===== config.mk =====
export PLATFORM = sky130hd
export DESIGN_NAME = alu_retire_stage
export DESIGN_NICKNAME = d
export VERILOG_FILES = /design/src/rtl/alu_pkg.sv /design/src/rtl/retire_fifo.sv /design/src/rtl/alu_retire_stage.sv
export SDC_FILE = /design/constraint.sdc
export NUM_CORES = 1
export LEC_CHECK = 0
export ABC_CLOCK_PERIOD_IN_PS = 5190
export CAP_MARGIN = 25
export CORE_MARGIN = 3
export CORE_UTILIZATION = 47
export CTS_CLUSTER_DIAMETER = 30
export DETAILED_ROUTE_END_ITERATION = 8
export GPL_TIMING_DRIVEN = 0
export MAX_ROUTING_LAYER = met4
export PLACE_DENSITY_LB_ADDON = 0.2
export SKIP_CTS_REPAIR_TIMING = 1
export SYNTH_ARGS = -nofsm -noshare
export SYNTH_HDL_FRONTEND = slang
export SYNTH_SLANG_ARGS = --single-unit
export TNS_END_PERCENT = 50

===== constraint.sdc =====
create_clock -name clk -period 5.19 [get_ports clk]
set_input_delay 1.038 -clock clk [delete_from_list [all_inputs] [get_ports clk]]
set_output_delay 1.038 -clock clk [all_outputs]
set_load 0.01 [all_outputs]

===== src/rtl/alu_pkg.sv =====
// Shared definitions for the ALU retire stage.
//   op_e        : 5-bit opcode encoding shared with the upstream ALU
//   FLAG_*      : bit positions inside the 4-bit status word {T,S,C,Z}
//   state_e     : retire-stage run/trap state
//   decode_op   : maps a raw opcode to op_e; unknown encodings become NOP
//   flag_mask   : which of Z/C/S an opcode updates when it retires
//   writes_back : whether an opcode writes its result to the register file
package alu_pkg;

    localparam int OP_W   = 5;

    localparam int FLAG_Z = 0;
    localparam int FLAG_C = 1;
    localparam int FLAG_S = 2;
    localparam int FLAG_T = 3;

    typedef enum logic [OP_W-1:0] {
        OP_NOP   = 5'd0,
        OP_TRAP  = 5'd1,
        OP_JMP   = 5'd2,
        OP_JZ    = 5'd3,
        OP_JS    = 5'd4,
        OP_JZS   = 5'd5,
        OP_LDSR  = 5'd6,
        OP_XORSR = 5'd7,
        OP_NOT   = 5'd8,
        OP_AND   = 5'd9,
        OP_OR    = 5'd10,
        OP_XOR   = 5'd11,
        OP_SHR   = 5'd12,
        OP_SHL   = 5'd13,
        OP_ROR   = 5'd14,
        OP_ROL   = 5'd15,
        OP_INC   = 5'd16,
        OP_SUB   = 5'd17,
        OP_EQ    = 5'd18
    } op_e;

    typedef enum logic {
        STATE_RUN  = 1'b0,
        STATE_TRAP = 1'b1
    } state_e;

    typedef struct packed {
        logic z;
        logic c;
        logic s;
    } flag_mask_t;

    function automatic op_e decode_op(input logic [OP_W-1:0] raw);
        op_e op;
        if (raw <= OP_EQ) op = op_e'(raw);
        else              op = OP_NOP;
        return op;
    endfunction

    function automatic flag_mask_t flag_mask(input op_e op);
        flag_mask_t m;
        case (op)
            OP_NOT, OP_AND, OP_OR, OP_XOR, OP_EQ: m = '{z: 1'b1, c: 1'b0, s: 1'b0};
            OP_SHR, OP_SHL, OP_INC:               m = '{z: 1'b1, c: 1'b1, s: 1'b0};
            OP_SUB:                               m = '{z: 1'b1, c: 1'b1, s: 1'b1};
            default:                              m = '{z: 1'b0, c: 1'b0, s: 1'b0};
        endcase
        return m;
    endfunction

    function automatic logic writes_back(input op_e op);
        logic wb;
        case (op)
            OP_NOT, OP_AND, OP_OR, OP_XOR, OP_SHR, OP_SHL,
            OP_ROR, OP_ROL, OP_INC, OP_SUB: wb = 1'b1;
            default:                        wb = 1'b0;
        endcase
        return wb;
    endfunction

endpackage


===== src/rtl/retire_fifo.sv =====
// DEPTH-entry register FIFO holding ALU results awaiting retirement.
//   push/push_data : write an entry (caller guarantees !full or a same-cycle pop)
//   pop            : discard the head entry (caller guarantees !empty)
//   flush          : empty the FIFO; overrides a same-cycle push and pop
//   head_data      : current head entry, straight from storage
//   full/empty     : occupancy status
module retire_fifo #(
    parameter int DW    = 8,
    parameter int DEPTH = 2
) (
    input  logic          clk,
    input  logic          rst_n,
    input  logic          push,
    input  logic [DW-1:0] push_data,
    input  logic          pop,
    input  logic          flush,
    output logic [DW-1:0] head_data,
    output logic          full,
    output logic          empty
);

    localparam int AW = $clog2(DEPTH);
    localparam logic [AW:0] PTR_ONE = {{AW{1'b0}}, 1'b1};

    // Pointers carry one extra wrap bit so full and empty are distinguishable.
    logic [AW:0]   wr_ptr_q, wr_ptr_d;
    logic [AW:0]   rd_ptr_q, rd_ptr_d;
    logic [DW-1:0] mem_q [DEPTH];
    logic [DW-1:0] mem_d [DEPTH];

    // NOTE: every always_comb output gets a default first so no path leaves it unassigned (no latch).
    always_comb begin
        mem_d    = mem_q;
        wr_ptr_d = wr_ptr_q;
        rd_ptr_d = rd_ptr_q;
        if (flush) begin
            wr_ptr_d = '0;
            rd_ptr_d = '0;
        end else begin
            if (push) begin
                mem_d[wr_ptr_q[AW-1:0]] = push_data;
                wr_ptr_d                = wr_ptr_q + PTR_ONE;
            end
            if (pop) begin
                rd_ptr_d = rd_ptr_q + PTR_ONE;
            end
        end
    end

    // NOTE: sequential state uses non-blocking assignment; combinational next-state uses blocking.
    always_ff @(posedge clk or negedge rst_n) begin
        if (!rst_n) begin
            wr_ptr_q <= '0;
            rd_ptr_q <= '0;
        end else begin
            wr_ptr_q <= wr_ptr_d;
            rd_ptr_q <= rd_ptr_d;
        end
    end

    // NOTE: storage is not reset; the pointers alone decide which entries are meaningful.
    always_ff @(posedge clk) begin
        mem_q <= mem_d;
    end

    assign head_data = mem_q[rd_ptr_q[AW-1:0]];
    assign empty     = (wr_ptr_q == rd_ptr_q);
    assign full      = (wr_ptr_q[AW] != rd_ptr_q[AW]) &&
                       (wr_ptr_q[AW-1:0] == rd_ptr_q[AW-1:0]);

endmodule


===== src/rtl/alu_retire_stage.sv =====
// In-order retire stage directly after the 20-bit ALU.
//   in_*            : completed ALU operation, valid/ready handshake
//   wb_*            : register-file writeback, valid/ready handshake
//   redirect_*      : one-cycle PC redirect for taken jumps
//   status          : {T,S,C,Z}
//   trap_active     : stage halted after a TRAP; trap_clear resumes
// Results use the ALU's MSB-first bit numbering, so the sign ("bit 0") is
// res[WIDTH-1] here, and the LDSR/XORSR source field is res[WIDTH-2 -: 3].
module alu_retire_stage
    import alu_pkg::*;
#(
    parameter int WIDTH = 20,
    parameter int DEPTH = 2,
    parameter int RAW   = 4
) (
    input  logic             clk,
    input  logic             rst_n,
    input  logic             in_valid,
    output logic             in_ready,
    input  logic [4:0]       in_op,
    input  logic [RAW-1:0]   in_dst,
    input  logic [WIDTH-1:0] in_res,
    input  logic             in_zero,
    input  logic             in_carry,
    input  logic [WIDTH-1:0] in_target,
    output logic             wb_valid,
    input  logic             wb_ready,
    output logic [RAW-1:0]   wb_dst,
    output logic [WIDTH-1:0] wb_data,
    output logic             redirect_valid,
    output logic [WIDTH-1:0] redirect_pc,
    output logic [3:0]       status,
    output logic             trap_active,
    input  logic             trap_clear
);

    localparam int EW = OP_W + RAW + WIDTH + 2 + WIDTH;

    logic [EW-1:0]    push_data, head_data;
    logic             fifo_full, fifo_empty;
    logic             push, pop, flush;

    logic [OP_W-1:0]  head_op_raw;
    logic [RAW-1:0]   head_dst;
    logic [WIDTH-1:0] head_res, head_target;
    logic             head_zero, head_carry;

    op_e              head_op;
    flag_mask_t       head_mask;
    logic             head_is_wb, running, retire, jump_cond, take_jump, trap_hit;

    state_e           state_q, state_d;
    logic [3:0]       status_q, status_d;
    logic             redirect_valid_q, redirect_valid_d;
    logic [WIDTH-1:0] redirect_pc_q, redirect_pc_d;
    logic             ready_en_q, ready_en_d;

    assign push_data = {in_op, in_dst, in_res, in_zero, in_carry, in_target};
    assign {head_op_raw, head_dst, head_res, head_zero, head_carry, head_target} = head_data;

    retire_fifo #(
        .DW    (EW),
        .DEPTH (DEPTH)
    ) u_fifo (
        .clk       (clk),
        .rst_n     (rst_n),
        .push      (push),
        .push_data (push_data),
        .pop       (pop),
        .flush     (flush),
        .head_data (head_data),
        .full      (fifo_full),
        .empty     (fifo_empty)
    );

    // Handshake and retire decision.
    always_comb begin
        head_op    = decode_op(head_op_raw);
        head_mask  = flag_mask(head_op);
        head_is_wb = writes_back(head_op);
        running    = (state_q == STATE_RUN);

        wb_valid   = running && !fifo_empty && head_is_wb;
        retire     = running && !fifo_empty && (!head_is_wb || wb_ready);

        // Status register already reflects every older retired entry.
        case (head_op)
            OP_JMP:  jump_cond = 1'b1;
            OP_JZ:   jump_cond = status_q[FLAG_Z];
            OP_JS:   jump_cond = status_q[FLAG_S];
            OP_JZS:  jump_cond = status_q[FLAG_Z] | status_q[FLAG_S];
            default: jump_cond = 1'b0;
        endcase
        take_jump = retire && jump_cond;
        trap_hit  = retire && (head_op == OP_TRAP);

        pop   = retire;
        flush = take_jump || trap_hit;   // also drops an entry pushed on this edge

        // A full buffer still accepts when the head leaves in the same cycle.
        in_ready = ready_en_q && running && !redirect_valid_q && (!fifo_full || retire);
        push     = in_valid && in_ready;
    end

    // Status, run/trap state and redirect next-state.
    always_comb begin
        status_d         = status_q;
        state_d          = state_q;
        redirect_valid_d = take_jump;
        redirect_pc_d    = take_jump ? head_target : redirect_pc_q;
        ready_en_d       = 1'b1;

        if (retire) begin
            if (head_mask.z) status_d[FLAG_Z] = head_zero;
            if (head_mask.c) status_d[FLAG_C] = head_carry;
            if (head_mask.s) status_d[FLAG_S] = head_res[WIDTH-1];
            if (head_op == OP_LDSR)  status_d[FLAG_S:FLAG_Z] = head_res[WIDTH-2 -: 3];
            if (head_op == OP_XORSR) status_d[FLAG_S:FLAG_Z] = status_q[FLAG_S:FLAG_Z] ^ head_res[WIDTH-2 -: 3];
            if (trap_hit) begin
                status_d[FLAG_T] = 1'b1;
                state_d          = STATE_TRAP;
            end
        end

        // trap_clear only matters once halted, so a TRAP retiring alongside it wins.
        if (state_q == STATE_TRAP && trap_clear) begin
            status_d[FLAG_T] = 1'b0;
            state_d          = STATE_RUN;
        end
    end

    always_ff @(posedge clk or negedge rst_n) begin
        if (!rst_n) begin
            state_q          <= STATE_RUN;
            status_q         <= '0;
            redirect_valid_q <= 1'b0;
            redirect_pc_q    <= '0;
            ready_en_q       <= 1'b0;
        end else begin
            state_q          <= state_d;
            status_q         <= status_d;
            redirect_valid_q <= redirect_valid_d;
            redirect_pc_q    <= redirect_pc_d;
            ready_en_q       <= ready_en_d;
        end
    end

    assign wb_dst         = head_dst;
    assign wb_data        = head_res;
    assign redirect_valid = redirect_valid_q;
    assign redirect_pc    = redirect_pc_q;
    assign status         = status_q;
    assign trap_active    = (state_q == STATE_TRAP);

endmodule

==> results of run 1 <==
## synthesized netlist by cell type (2+ instances only)
library cell,instances,area share
buf_6,3,0.0059
nor3_1,6,0.0052
nand3_1,2,0.0017
a32oi_1,6,0.0091
nand2b_1,2,0.0022
buf_1,2,0.0013
nor3b_1,2,0.0026
o2bb2ai_1,3,0.0046
xor2_1,7,0.011
edfxtp_1,102,0.53
buf_4,24,0.031
o211ai_1,3,0.0039
buf_2,2,0.0017
nor2_1,11,0.0072
mux2_2,45,0.088
or2_2,3,0.0033
xnor2_1,2,0.0030
mux2_4,19,0.050
o21ai_0,6,0.0052
a21oi_1,7,0.0061
inv_1,7,0.0046
dfrtp_1,31,0.13
or3_1,2,0.0022
nand2_1,9,0.0059
clkbuf_1,3,0.0020
nor2b_1,3,0.0033
mux2i_1,7,0.012
## worst register-to-register path, delay by kind of cell, from the launching register on
| family | cells | cell delay (ns) |
|---|---|---|
| compound gates | 3 | 1.17 |
| simple gates | 2 | 0.86 |
| buf+inv | 3 | 0.67 |
| flops | 1 | 0.31 |
## state kept, by name (all words and copies together) (netlist names)
| signal | cells |
|---|---|
| u_fifo.mem_q | 102 |
| redirect_pc | 20 |
| status | 4 |
| u_fifo.rd_ptr_q | 2 |
| u_fifo.wr_ptr_q | 2 |
| ready_en_q | 1 |
| redirect_valid | 1 |
| trap_active | 1 |
## metrics by stage
step / setup slack [ns] / hold WS (ns) / TNS (ns) / cell area, um2
floorplan: 0.582 / 0.541 / 0 / 5760
finish: 0.921 / 0.510 / 0 / 7660
global route: 0.794 / 0.529 / 0 / 7660
CTS: 0.908 / 0.513 / 0 / 7660
global placement: -1.49 / 0.496 / -137.05 / 7010
detailed placement: 0.909 / 0.497 / 0 / 7110
## cells by family (layout without fill, tap and decap cells)
logic type             count (synthesis)  count (layout)  share of synthesized area
other                                  1               1                   0.000651
AO/OA/AOI/OAI                         43              43                     0.0619
XOR/XNOR                               9               9                     0.0137
multiplexers                          73              73                      0.156
AND/OR/NAND/NOR                       50              50                     0.0502
flip-flops                           133             133                      0.667
buffers and inverters                 43             186                     0.0511
## where the power goes
part	internal, uW	switching [uW]
combinational	945	755
sequential	1420	123
clock	698	412
## metal layers
metal  vias to the layer above  share of wire  track usage  routed length [um]
met5                         -              0            -                   0
met4                         0          0.018       0.0742                 197
met3                        18          0.050       0.0523                 563
met2                       105           0.50        0.283                5620
met1                      1673           0.43        0.210                4800
li1                       1587              -            -                   -
## worst paths after layout
path,to,slack (ns),depth (start not counted)
setup / recovery,in_ready,0.92,6
hold / removal,redirect_pc[17]$_DFFE_PN0P_,0.51,1
setup reg to reg,u_fifo.mem_q[20]$_DFFE_PP_,1.89,8
hold reg to reg,redirect_pc[17]$_DFFE_PN0P_,0.51,1
max in group asynchronous,redirect_pc[4]$_DFFE_PN0P_,4.03,1
min in group asynchronous,trap_active$_DFFE_PN0P_,0.69,1
## area by class of cell
cell class	count	area share
flip-flops and latches	133	0.501
multi-input cells	176	0.215
repair buffers	111	0.151
clock buffers	21	0.0575
plain buffers	36	0.0349
well taps	143	0.0233
clock inverters	11	0.0144
inverters	7	0.00343
==> results_dict.tcl, run 1 <==
set metrics [dict create \
    syn-cell-area_um2 5760 \
    drt_iter0_drc 175 \
    ir_worst_vdd_v 0.000309 \
    synth_warnings 0 \
    max-cap-violations 0 \
    fmax_mhz 234 \
    final_cells 638 \
    cp-start-kind "input port" \
    dr.pass1.iters 4 \
    area_delta_synth_final_pct 33.1 \
    wl_per_cell_um 17.5 \
    relSlewSlack 0.402 \
    grt_pass1_vias 3647 \
    hold_start "redirect_pc[17]$_DFFE_PN0P_" \
    dp_hpwl_um 7590 \
    multiInputGateArea_um2 1650 \
    worstPathRequired_ns 4.15 \
    status "completed" \
    grt_max_degree 32 \
    skew_ns 0.00924 \
    nFillCells 839 \
    seq_area_um2 3840 \
    layout_common_cells "106 x clkdlybuf4s50_1, 102 x edfxtp_1, 45 x mux2_2" \
    startpoint "wb_ready" \
    cts_tree "done" \
    clock-sinks 133 \
    synth.avg_cell_area_um2 16.4 \
    clockBufferDepth 2 \
    path_max_fanout 7 \
    n_antenna_cell 0 \
    htreeDepth 4 \
    clk_pin_slew_ns 0.05 \
    fin_util 0.654 \
    nets 538 \
    path_class "in -> out" \
    die_h_um 117 \
    rr_startpoint "u_fifo.mem_q[97]$_DFFE_PP_" \
    min_period_over_period 0.823 \
    synth_seq_cells 133 \
    final_common_cell "clkdlybuf4s50_1" \
    root_buffer "clkbuf_16" \
    via_count 3383 \
    vias_per_cell 5.30 \
    start_util 0.492 \
    hold_viol_final 0 \
    die_w_um 117 \
    gp_congestion 0.866 \
    grt_pass1_wl_um 17500 \
    power_leakage_uw 0.00282 \
    synth.distinct_cells 60 \
    clkLatencyLatePin_ns 0.41 \
    crit_path_end_kind "output pin" \
    setup_violations 0 \
    die-area_um2 13600 \
    rsz0062_at_grt "false" \
    arrival_ns 3.23 \
    grt_use_total 0.177 \
    path_buf_inv 2 \
    ys_seq_area_frac 0.667 \
    coreArea_um2 11700 \
    postSynthCellCount 352 \
    cp_slowest_cell "clkdlybuf4s50_1" \
    io_pins 108 \
    total_power_uw 4360 \
    antenna_found_initial 0 \
    crit_chain "clkdlybuf4s50_1 -> or4b_1 -> o31a_1 -> o311a_1 -> o21a_1 -> clkdlybuf4s50_1" \
    synth_fp_nets 408 \
    drc_errors 0 \
    placedCellCount 606 \
    period_minus_slack_ns 4.27 \
    drv_slew 0 \
    powerDensity_nw_per_um2 569 \
    drive_gt1_frac 0.281 \
    hold_path_class "reg -> reg" \
    async_reset_ff_frac 0.233 \
    grt-ovfl-total 0 \
    antenna_left 0 \
    worstMarginPinSlew_ns 0.894 \
    synth-edff-count 102 \
    crit_path_frequent_cell "clkdlybuf4s50_1" \
    max_stage_delay_ns 0.54 \
    wirelength_um 11200 \
    port_buffers 107 \
    row_count 39 \
    cts_buffers 17 \
    ys.flop_type "edfxtp_1" \
    crit_family "buffers and inverters" \
]
(Power assumes the default switching activity.)
==> run 2, diff against run 1 <==
Settings changed: ABC_CLOCK_PERIOD_IN_PS 5190 to 3900.
Clock period 5.19 ns to 3.9 ns, I/O delays scaled along.
==> run 2 against run 1 <==
  * Sequential cell count unchanged
  * Combinational power grew 34%
  * Sequential power grew 33%
  * Highest routed layer unchanged
  * Clock power grew 32%
  * Core utilization rose by 0.086 points
  * Total power rose by 33%
  * Cell area is 0.13% higher
  * Global-route usage up 0.088 points
  * Largest power group unchanged
  * Via count about the same
  * Critical path type unchanged
  * Sequential share of layout area decreased by 0.065 points
==> results_dict.tcl, run 2 (same netlist as run 1, synthesis figures left out) <==
set metrics [dict create \
    status "completed" \
    cts_tree "done" \
    power_leakage_uw 0.00283 \
    dr.pass1.iters 4 \
    fmax_mhz 267 \
    design_area_um2 7670 \
    htreeDepth 4 \
    relSlewSlack 0.459 \
    area_delta_synth_final_pct 33.2 \
    root_buffer "clkbuf_16" \
    cp-start-kind "input port" \
    antenna_found_initial 0 \
    drive_gt1_frac 0.283 \
    grt_pass1_vias 3633 \
    fin_util 0.655 \
    grt-ovfl-total 0 \
    sequentialPowerShare 0.354 \
    crit_chain "clkdlybuf4s50_1 -> or4b_1 -> o31a_1 -> o311a_1 -> o21a_1 -> clkdlybuf4s50_1" \
    largest_reg_flops 102 \
    antenna_left 0 \
    drt_iter0_drc 199 \
    clk_pin_slew_ns 0.06 \
    gp_congestion 0.923 \
    io_pins 108 \
    dp_hpwl_um 7530 \
    setup_violations 0 \
    drc_errors 0 \
    period_minus_slack_ns 3.75 \
    min_period_over_period 0.961 \
    final_common_cell "clkdlybuf4s50_1" \
    arrival_ns 2.97 \
    dpl_cell_area_um2 7130 \
    regMostFlops "u_fifo.mem_q" \
    timing.hold.ws_ns 0.439 \
    clock-sinks 133 \
    via_count 3384 \
    worstMarginPinSlew_ns 0.809 \
    crit_family "buffers and inverters" \
    start_util 0.492 \
    total_power_uw 5810 \
    worstPathRequired_ns 3.12 \
    drv_slew 0 \
    wl_per_cell_um 17.6 \
    crit_path_frequent_cell "clkdlybuf4s50_1" \
    powerDensity_nw_per_um2 757 \
    rsz0062_at_grt "false" \
    cp_slowest_cell "clkdlybuf4s50_1" \
    ir_worst_vdd_v 0.000416 \
    n_antenna_cell 0 \
    crit_path_end_kind "output pin" \
    cts_buffers 17 \
    die_w_um 117 \
    coreArea_um2 11700 \
    path_class "in -> out" \
    clkLatencyLatePin_ns 0.41 \
    grt_max_degree 32 \
    p_comb_frac 0.392 \
    max-cap-violations 0 \
    wirelength_um 11200 \
    grt_use_total 0.178 \
    nets 538 \
    port_buffers 107 \
    p_sw_uw 1720 \
    p_sw_frac 0.296 \
    layout_common_cells "106 x clkdlybuf4s50_1, 102 x edfxtp_1, 45 x mux2_2" \
    max_stage_delay_ns 0.53 \
    skew_ns 0.0145 \
    vias_per_cell 5.30 \
    die-area_um2 13600 \
    grt_pass1_wl_um 17600 \
    p_int_uw 4090 \
    path_buf_inv 2 \
    fin_setup_tns_ns 0 \
    clockBufferDepth 2 \
    pwr-share-clk 0.254 \
    hold_viol_final 0 \
    die_h_um 117 \
    path_max_fanout 7 \
    hold_path_class "in -> async" \
    row_count 39 \
]
run 2: per-stage QoR:
stage	worst slack, ns	instances
CTS	-0.133	638
detailed placement	0.0772	606
finish	0.150	638
floorplan	0.386	352
global placement	-1.15	602
global route	0.00976	638
run 2: worst paths after layout:
check                      slack (ns)  cells past startpoint                     endpoint                       start
min reg2reg                      0.51                      1   redirect_pc[5]$_DFFE_PN0P_  redirect_pc[5]$_DFFE_PN0P_
min                              0.44                      1        status[1]$_DFFE_PN0P_                       rst_n
max in group asynchronous        2.96                      1  redirect_pc[19]$_DFFE_PN0P_                       rst_n
min in group clk                 0.51                      1   redirect_pc[5]$_DFFE_PN0P_  redirect_pc[5]$_DFFE_PN0P_
max                              0.15                      6                     in_ready                    wb_ready
max reg2reg                      0.66                      8    u_fifo.mem_q[5]$_DFFE_PP_  u_fifo.mem_q[97]$_DFFE_PP_
run 2: worst register-to-register path, stage by stage (launching register included):
cell      delay, ns
edfxtp_1       0.32
clkbuf_1       0.30
nand2_1        0.13
a32oi_1        0.52
o311a_1        0.44
o21ai_0        0.20
nor3_4         0.62
buf_16         0.24
buf_16         0.17
run 2: layout make-up:
type,instances,area (um2)
Tap cell,143,179
Fill cell,843,4040
Sequential cell,133,3840
Buffer,36,270
Inverter,7,26.3
Clock inverter,4,48.8
Timing Repair Buffer,111,1170
Clock buffer,28,497
Multi-Input combinational cell,176,1650
run 2: per-layer routing:
metal | up-vias | track usage | wire length [um]
met5 | - | - | 0
met4 | 0 | 0.0841 | 331
met3 | 25 | 0.0565 | 619
met2 | 115 | 0.269 | 5360
met1 | 1659 | 0.219 | 4910
li1 | 1585 | - | -
run 2: power groups by stage:
stage / Clock, uW / Sequential [uW] / Combinational [uW]
3_5_place_dp: 0 / 2090 / 2280
5_1_grt: 1550 / 2100 / 2460
4_1_cts: 1490 / 2060 / 2300
6_report: 1470 / 2060 / 2280
2_1_floorplan: 0 / 2110 / 1350
3_3_place_gp: 0 / 2080 / 2190
==> RTL edit 1: new RTL, config.mk and constraints of run 2 <==
The parameter `RAW` goes from 4 to 3.
--- a/src/rtl/alu_retire_stage.sv
+++ b/src/rtl/alu_retire_stage.sv
@@ -11,7 +11,7 @@
 #(
     parameter int WIDTH = 20,
     parameter int DEPTH = 2,
-    parameter int RAW   = 4
+    parameter int RAW   = 3
 ) (
     input  logic             clk,
     input  logic             rst_n,
Ports: changed (resized in_dst and wb_dst); port bits go from 108 to 106. The function was not compared with the original's and may differ.
==> RTL edit 1 against run 2 <==
  * Routed wire length fell by 0.22%
  * Sequential cell count down 2
  * Maximum frequency rose by 0.85%
  * Power rose by 1.0%
  * Final cell count down 0.47%
  * Utilization decreased by 0.063 points
  * Non-clock buffer count down 1
  * Cell area fell by 1.8%
  * Synthesized cell count decreased by 1.4%
  * Worst setup slack improved by 0.031 ns
  * Worst hold slack gained 0.016 ns
  * Area after synthesis down 2.8%
==> RTL edit 1: results (changes against run 2) <==
[outcome]
status = finished, final reports clean

[logic_synthesis]
synth-edff-count = 100  ; -2.0%
synthTopCellsByArea = edfxtp_1 (54%), dfrtp_1 (14%), mux2_2 (8.9%)
synthArstFlopShare_pct = 23.7  ; +0.36 points
yosysWarningCount = 0  ; unchanged
synth_fp_nets = 402  ; -1.5%
synth_cells = 347  ; -1.4%
synthTopCellsByCount = edfxtp_1 (100), mux2_2 (44), dfrtp_1 (31), buf_4 (24), mux2_4 (19)
synth_seq_area_share_pct = 67.5  ; +0.86 points
synth_cell_type_count = 45  ; -25%
synth.top_cell.area_share_pct = 53.7  ; +0.47 points

[routing]
wl_per_cell_um = 17.6  ; +0.25%
num_vias = 3264  ; -3.5%
drt_first_pass_iters = 5  ; +1
drt_iter0_markers = 204  ; +2.5%

[clock_tree]
ctsHtreeMaxLevel = 4  ; unchanged
root_buffer = clkbuf_16
clkTransAtPathRegs_ns = 0.05
cts_buffer_depth = 2  ; unchanged
clk-insertion-delay-late_ns = 0.41  ; about the same

[timing]
maxSlewViolCount = 0  ; unchanged
fin_skew_ns = 0.0118  ; -0.00269 ns
relSlewSlack_pct = 46.0  ; +0.068 points

[layout]
fin_cells = 635  ; -0.47%
largest_reg_flops = 100  ; -2.0%
largest_register = u_fifo.mem_q
fillCellCount = 841  ; -0.24%
nets = 533  ; -0.93%
drive_gt1_share_pct = 28.9  ; +0.64 points

[grt]
grtUsageTotal_pct = 18.7  ; +0.86 points
grt_max_degree = 32  ; unchanged
antenna_found_initial = 1  ; +1
grt_pass1_vias = 3505  ; -3.5%
grt_pass1_wl_um = 17800  ; +1.1%

[worst_setup_path]
reg2reg_depth = 9  ; +1
startpoint = u_fifo.rd_ptr_q[0]$_DFFE_PN0P_
cp.arrival_ns = 2.94  ; -0.03 ns
crit_fanout = 10  ; +3
reg2reg_from = u_fifo.mem_q[47]$_DFFE_PP_

[power_and_ir_drop]
leakagePower_nw = 2.86  ; +0.99%
vdd_drop_max_v = 0.000419  ; +0.90%

[placed_design]
dp_hpwl_um = 7780  ; +3.3%
io_buffers = 105  ; -1.9%
gp_congestion = 0.891  ; -3.5%
dp.cells = 602  ; -0.66%

RTL edit 1: kinds of logic after synthesis:
kind of cell	share of synthesized area, %
AO/OA/AOI/OAI	5.75
XOR/XNOR	1.10
buffers and inverters	5.14
flip-flops	67.5
multiplexers	15.6
other	0.0670
AND/OR/NAND/NOR	4.87
RTL edit 1: metrics by stage:
step,cell area [µm²],setup slack [ns]
4_1_cts,7540,0.119
2_1_floorplan,5620,-0.0397
3_3_place_gp,6850,-2.00
6_report,7540,0.182
5_1_grt,7540,0.0213
3_5_place_dp,6970,0.399
RTL edit 1: layout make-up:
cell class              instances  area, µm²  area share [%]
repair buffers                112       1170            15.5
inverters                       9       33.8           0.448
clock inverters                 5       52.6           0.697
flip-flops and latches        131       3780            50.1
clock buffers                  27        513            6.80
well taps                     143        179            2.37
diodes                          1       2.50          0.0332
multi-input cells             173       1560            20.6
plain buffers                  34        254            3.37
RTL edit 1: metal layers:
metal / share of wire (%) / vias to the layer above / global-route usage [%]
met1: 42 / 1611 / 21.5
met3: 5.3 / 14 / 6.11
met5: 0 / - / -
met2: 52 / 86 / 30.6
met4: 1.6 / 0 / 6.89
li1: - / 1553 / -
RTL edit 1: worst max-delay path: stages (launching register included):
cell and delay (ns):
dfrtp_1 0.33, buf_6 0.14, buf_6 0.16, buf_2 0.27
buf_2 0.31, buf_2 0.33, mux2_2 0.37, buf_4 0.13
clkdlybuf4s50_1 0.49
RTL edit 1: power by group:
| group | internal (mW) | total (mW) | switching, mW |
|---|---|---|---|
| Sequential | 1.88 | 2.04 | 0.159 |
| Combinational | 1.30 | 2.34 | 1.04 |
| Clock | 0.958 | 1.49 | 0.529 |
RTL edit 1: worst paths after layout:
check                      slack [ns]                          end
max                              0.18                    wb_dst[0]
min                              0.46        status[3]$_DFFE_PN0P_
max reg2reg                      0.75   u_fifo.mem_q[92]$_DFFE_PP_
min reg2reg                      0.51  redirect_pc[14]$_DFFE_PN0P_
max in group asynchronous        2.96   redirect_pc[4]$_DFFE_PN0P_
min in group clk                 0.51  redirect_pc[14]$_DFFE_PN0P_
==> RTL edit 2: new RTL, settings of run 2 <==
Without the edit above. Reset style: synchronous (`rst_n`), changed in 2 clocked blocks.
--- a/src/rtl/retire_fifo.sv
+++ b/src/rtl/retire_fifo.sv
@@ -48,7 +48,7 @@
     end
 
     // NOTE: sequential state uses non-blocking assignment; combinational next-state uses blocking.
-    always_ff @(posedge clk or negedge rst_n) begin
+    always_ff @(posedge clk) begin
         if (!rst_n) begin
             wr_ptr_q <= '0;
             rd_ptr_q <= '0;
--- a/src/rtl/alu_retire_stage.sv
+++ b/src/rtl/alu_retire_stage.sv
@@ -129,7 +129,7 @@
         end
     end
 
-    always_ff @(posedge clk or negedge rst_n) begin
+    always_ff @(posedge clk) begin
         if (!rst_n) begin
             state_q          <= STATE_RUN;
             status_q         <= '0;
Check against the original RTL: differs if rst_n is asserted again (counterexample within 4 cycles, from zero or initial values and one cycle with rst_n low); with rst_n held inactive, the same outputs for 4 cycles.
==> RTL edit 2 against run 2 <==
  * Final cell count down 0.31%
  * Non-clock buffer count rose by 10
  * Cell area is 3.6% lower
  * Worst setup slack gained 0.062 ns
  * Sequential share of layout area shrank 0.48 points
  * Register-to-register slack better by 0.10 ns
  * Routed wire length fell by 2.8%
  * Sequential cell count decreased by 1
  * Power is 20% lower
  * Area after synthesis down 5.7%
  * Largest power group is now registers
==> RTL edit 2: results (changes against run 2) <==
[outcome]
status = finished, final reports clean

[grt]
grtUsageTotal_pct = 17.7  ; -0.13 points
grt_pass1_wl_um = 17300  ; -2.2%
grt_pass1_vias = 3481  ; -4.2%
grt_max_degree = 17  ; -47%

[power_and_ir_drop]
clkPwrFrac_pct = 31.6  ; +6.2 points
powerSeq_mw = 1.71  ; -17%
total_power_mw = 4.67  ; -20%
vdd_drop_max_v = 0.000351  ; -16%
leakagePower_nw = 2.54  ; -10%
internal_power_mw = 3.33  ; -19%

[logic_synthesis]
synth_fp_nets = 405  ; -0.74%
synthMuxAreaShare_pct = 11.4  ; -4.2 points
synth_seq_area_share_pct = 67.5  ; +0.81 points
synth_cell_type_count = 46  ; -23%
synthArstFlopShare_pct = 0  ; -23 points
synthTopCellsByArea = edfxtp_1 (56%), dfxtp_1 (11%), mux2_2 (5.2%)
synth_xor_area_share_pct = 1.29  ; -0.078 points

[routing]
dr_wl_met3_um = 679  ; +9.7%
met1_length_um = 4890  ; -0.55%
drt_iter0_markers = 213  ; +7.0%
wl_per_cell_um = 17.1  ; -2.5%
dr_wl_met2_um = 5250  ; -2.1%

[worst_setup_path]
r2r_end = u_fifo.mem_q[36]$_DFFE_PP_
critical_path_class = register to primary output
reg2reg_from = u_fifo.rd_ptr_q[0]$_SDFFE_PP0P_

[layout]
fillCellCount = 810  ; -3.9%
buffer_area_share_pct = 20.2  ; +1.5 points
seq_area_share_pct = 49.5  ; -0.48 points
nets = 539  ; +0.19%
clk_share_pct = 7.55  ; +0.44 points
seq_cells = 132  ; -0.75%
n_all_buffers = 157  ; +6.8%
nMultiInputCombCells = 173  ; -1.7%
drive_gt1_share_pct = 28.0  ; -0.26 points
inverters_excl_clock = 2  ; -5
multi_input_area_share_pct = 20.2  ; -1.2 points

[placed_design]
gp_congestion = 0.862  ; -6.6%
placed_cell_area_um2 = 6840  ; -4.1%
dp_hpwl_um = 7690  ; +2.1%

[worst_hold_path]
hp-class = register to register

[timing]
worstMarginPinSlew_ns = 0.727  ; -0.0825 ns
fin_skew_ns = 0.00728  ; -0.00718 ns

[die]
die_w_um = 113  ; -2.8%

[RTL edit 2: cell count changes after synthesis, sizes merged, moves of 6 or more]
| cell | delta |
|---|---|
| a32oi | -6 |
| dfrtp | -31 |
| xor2 | -6 |
| buf | +8 |
| nor2 | -7 |
| nand2 | +19 |
| dfxtp | +30 |
| mux2 | -36 |
| o221a | +20 |
| mux2i | +19 |
[RTL edit 2: per-stage QoR]
step                      instances  TNS [ns]  setup slack (ns)
final                           636         0             0.213
after global routing            636         0            0.0525
after CTS                       636         0             0.168
after detailed placement        604         0             0.605
after global placement          596   -302.61             -2.98
after floorplan                 349    -92.14            -0.911
[RTL edit 2: critical path: stages, from the launching register on]
cell	delay (ns)
dfxtp_1	0.32
buf_6	0.17
buf_6	0.17
buf_2	0.30
buf_1	0.52
mux2_2	0.41
buf_4	0.13
clkdlybuf4s50_1	0.47
[RTL edit 2: metal layers]
layer,vias to the layer above,global-route usage [%]
met5,-,-
met3,12,5.31
li1,1602,-
met4,0,4.33
met2,116,27.9
met1,1602,22.6
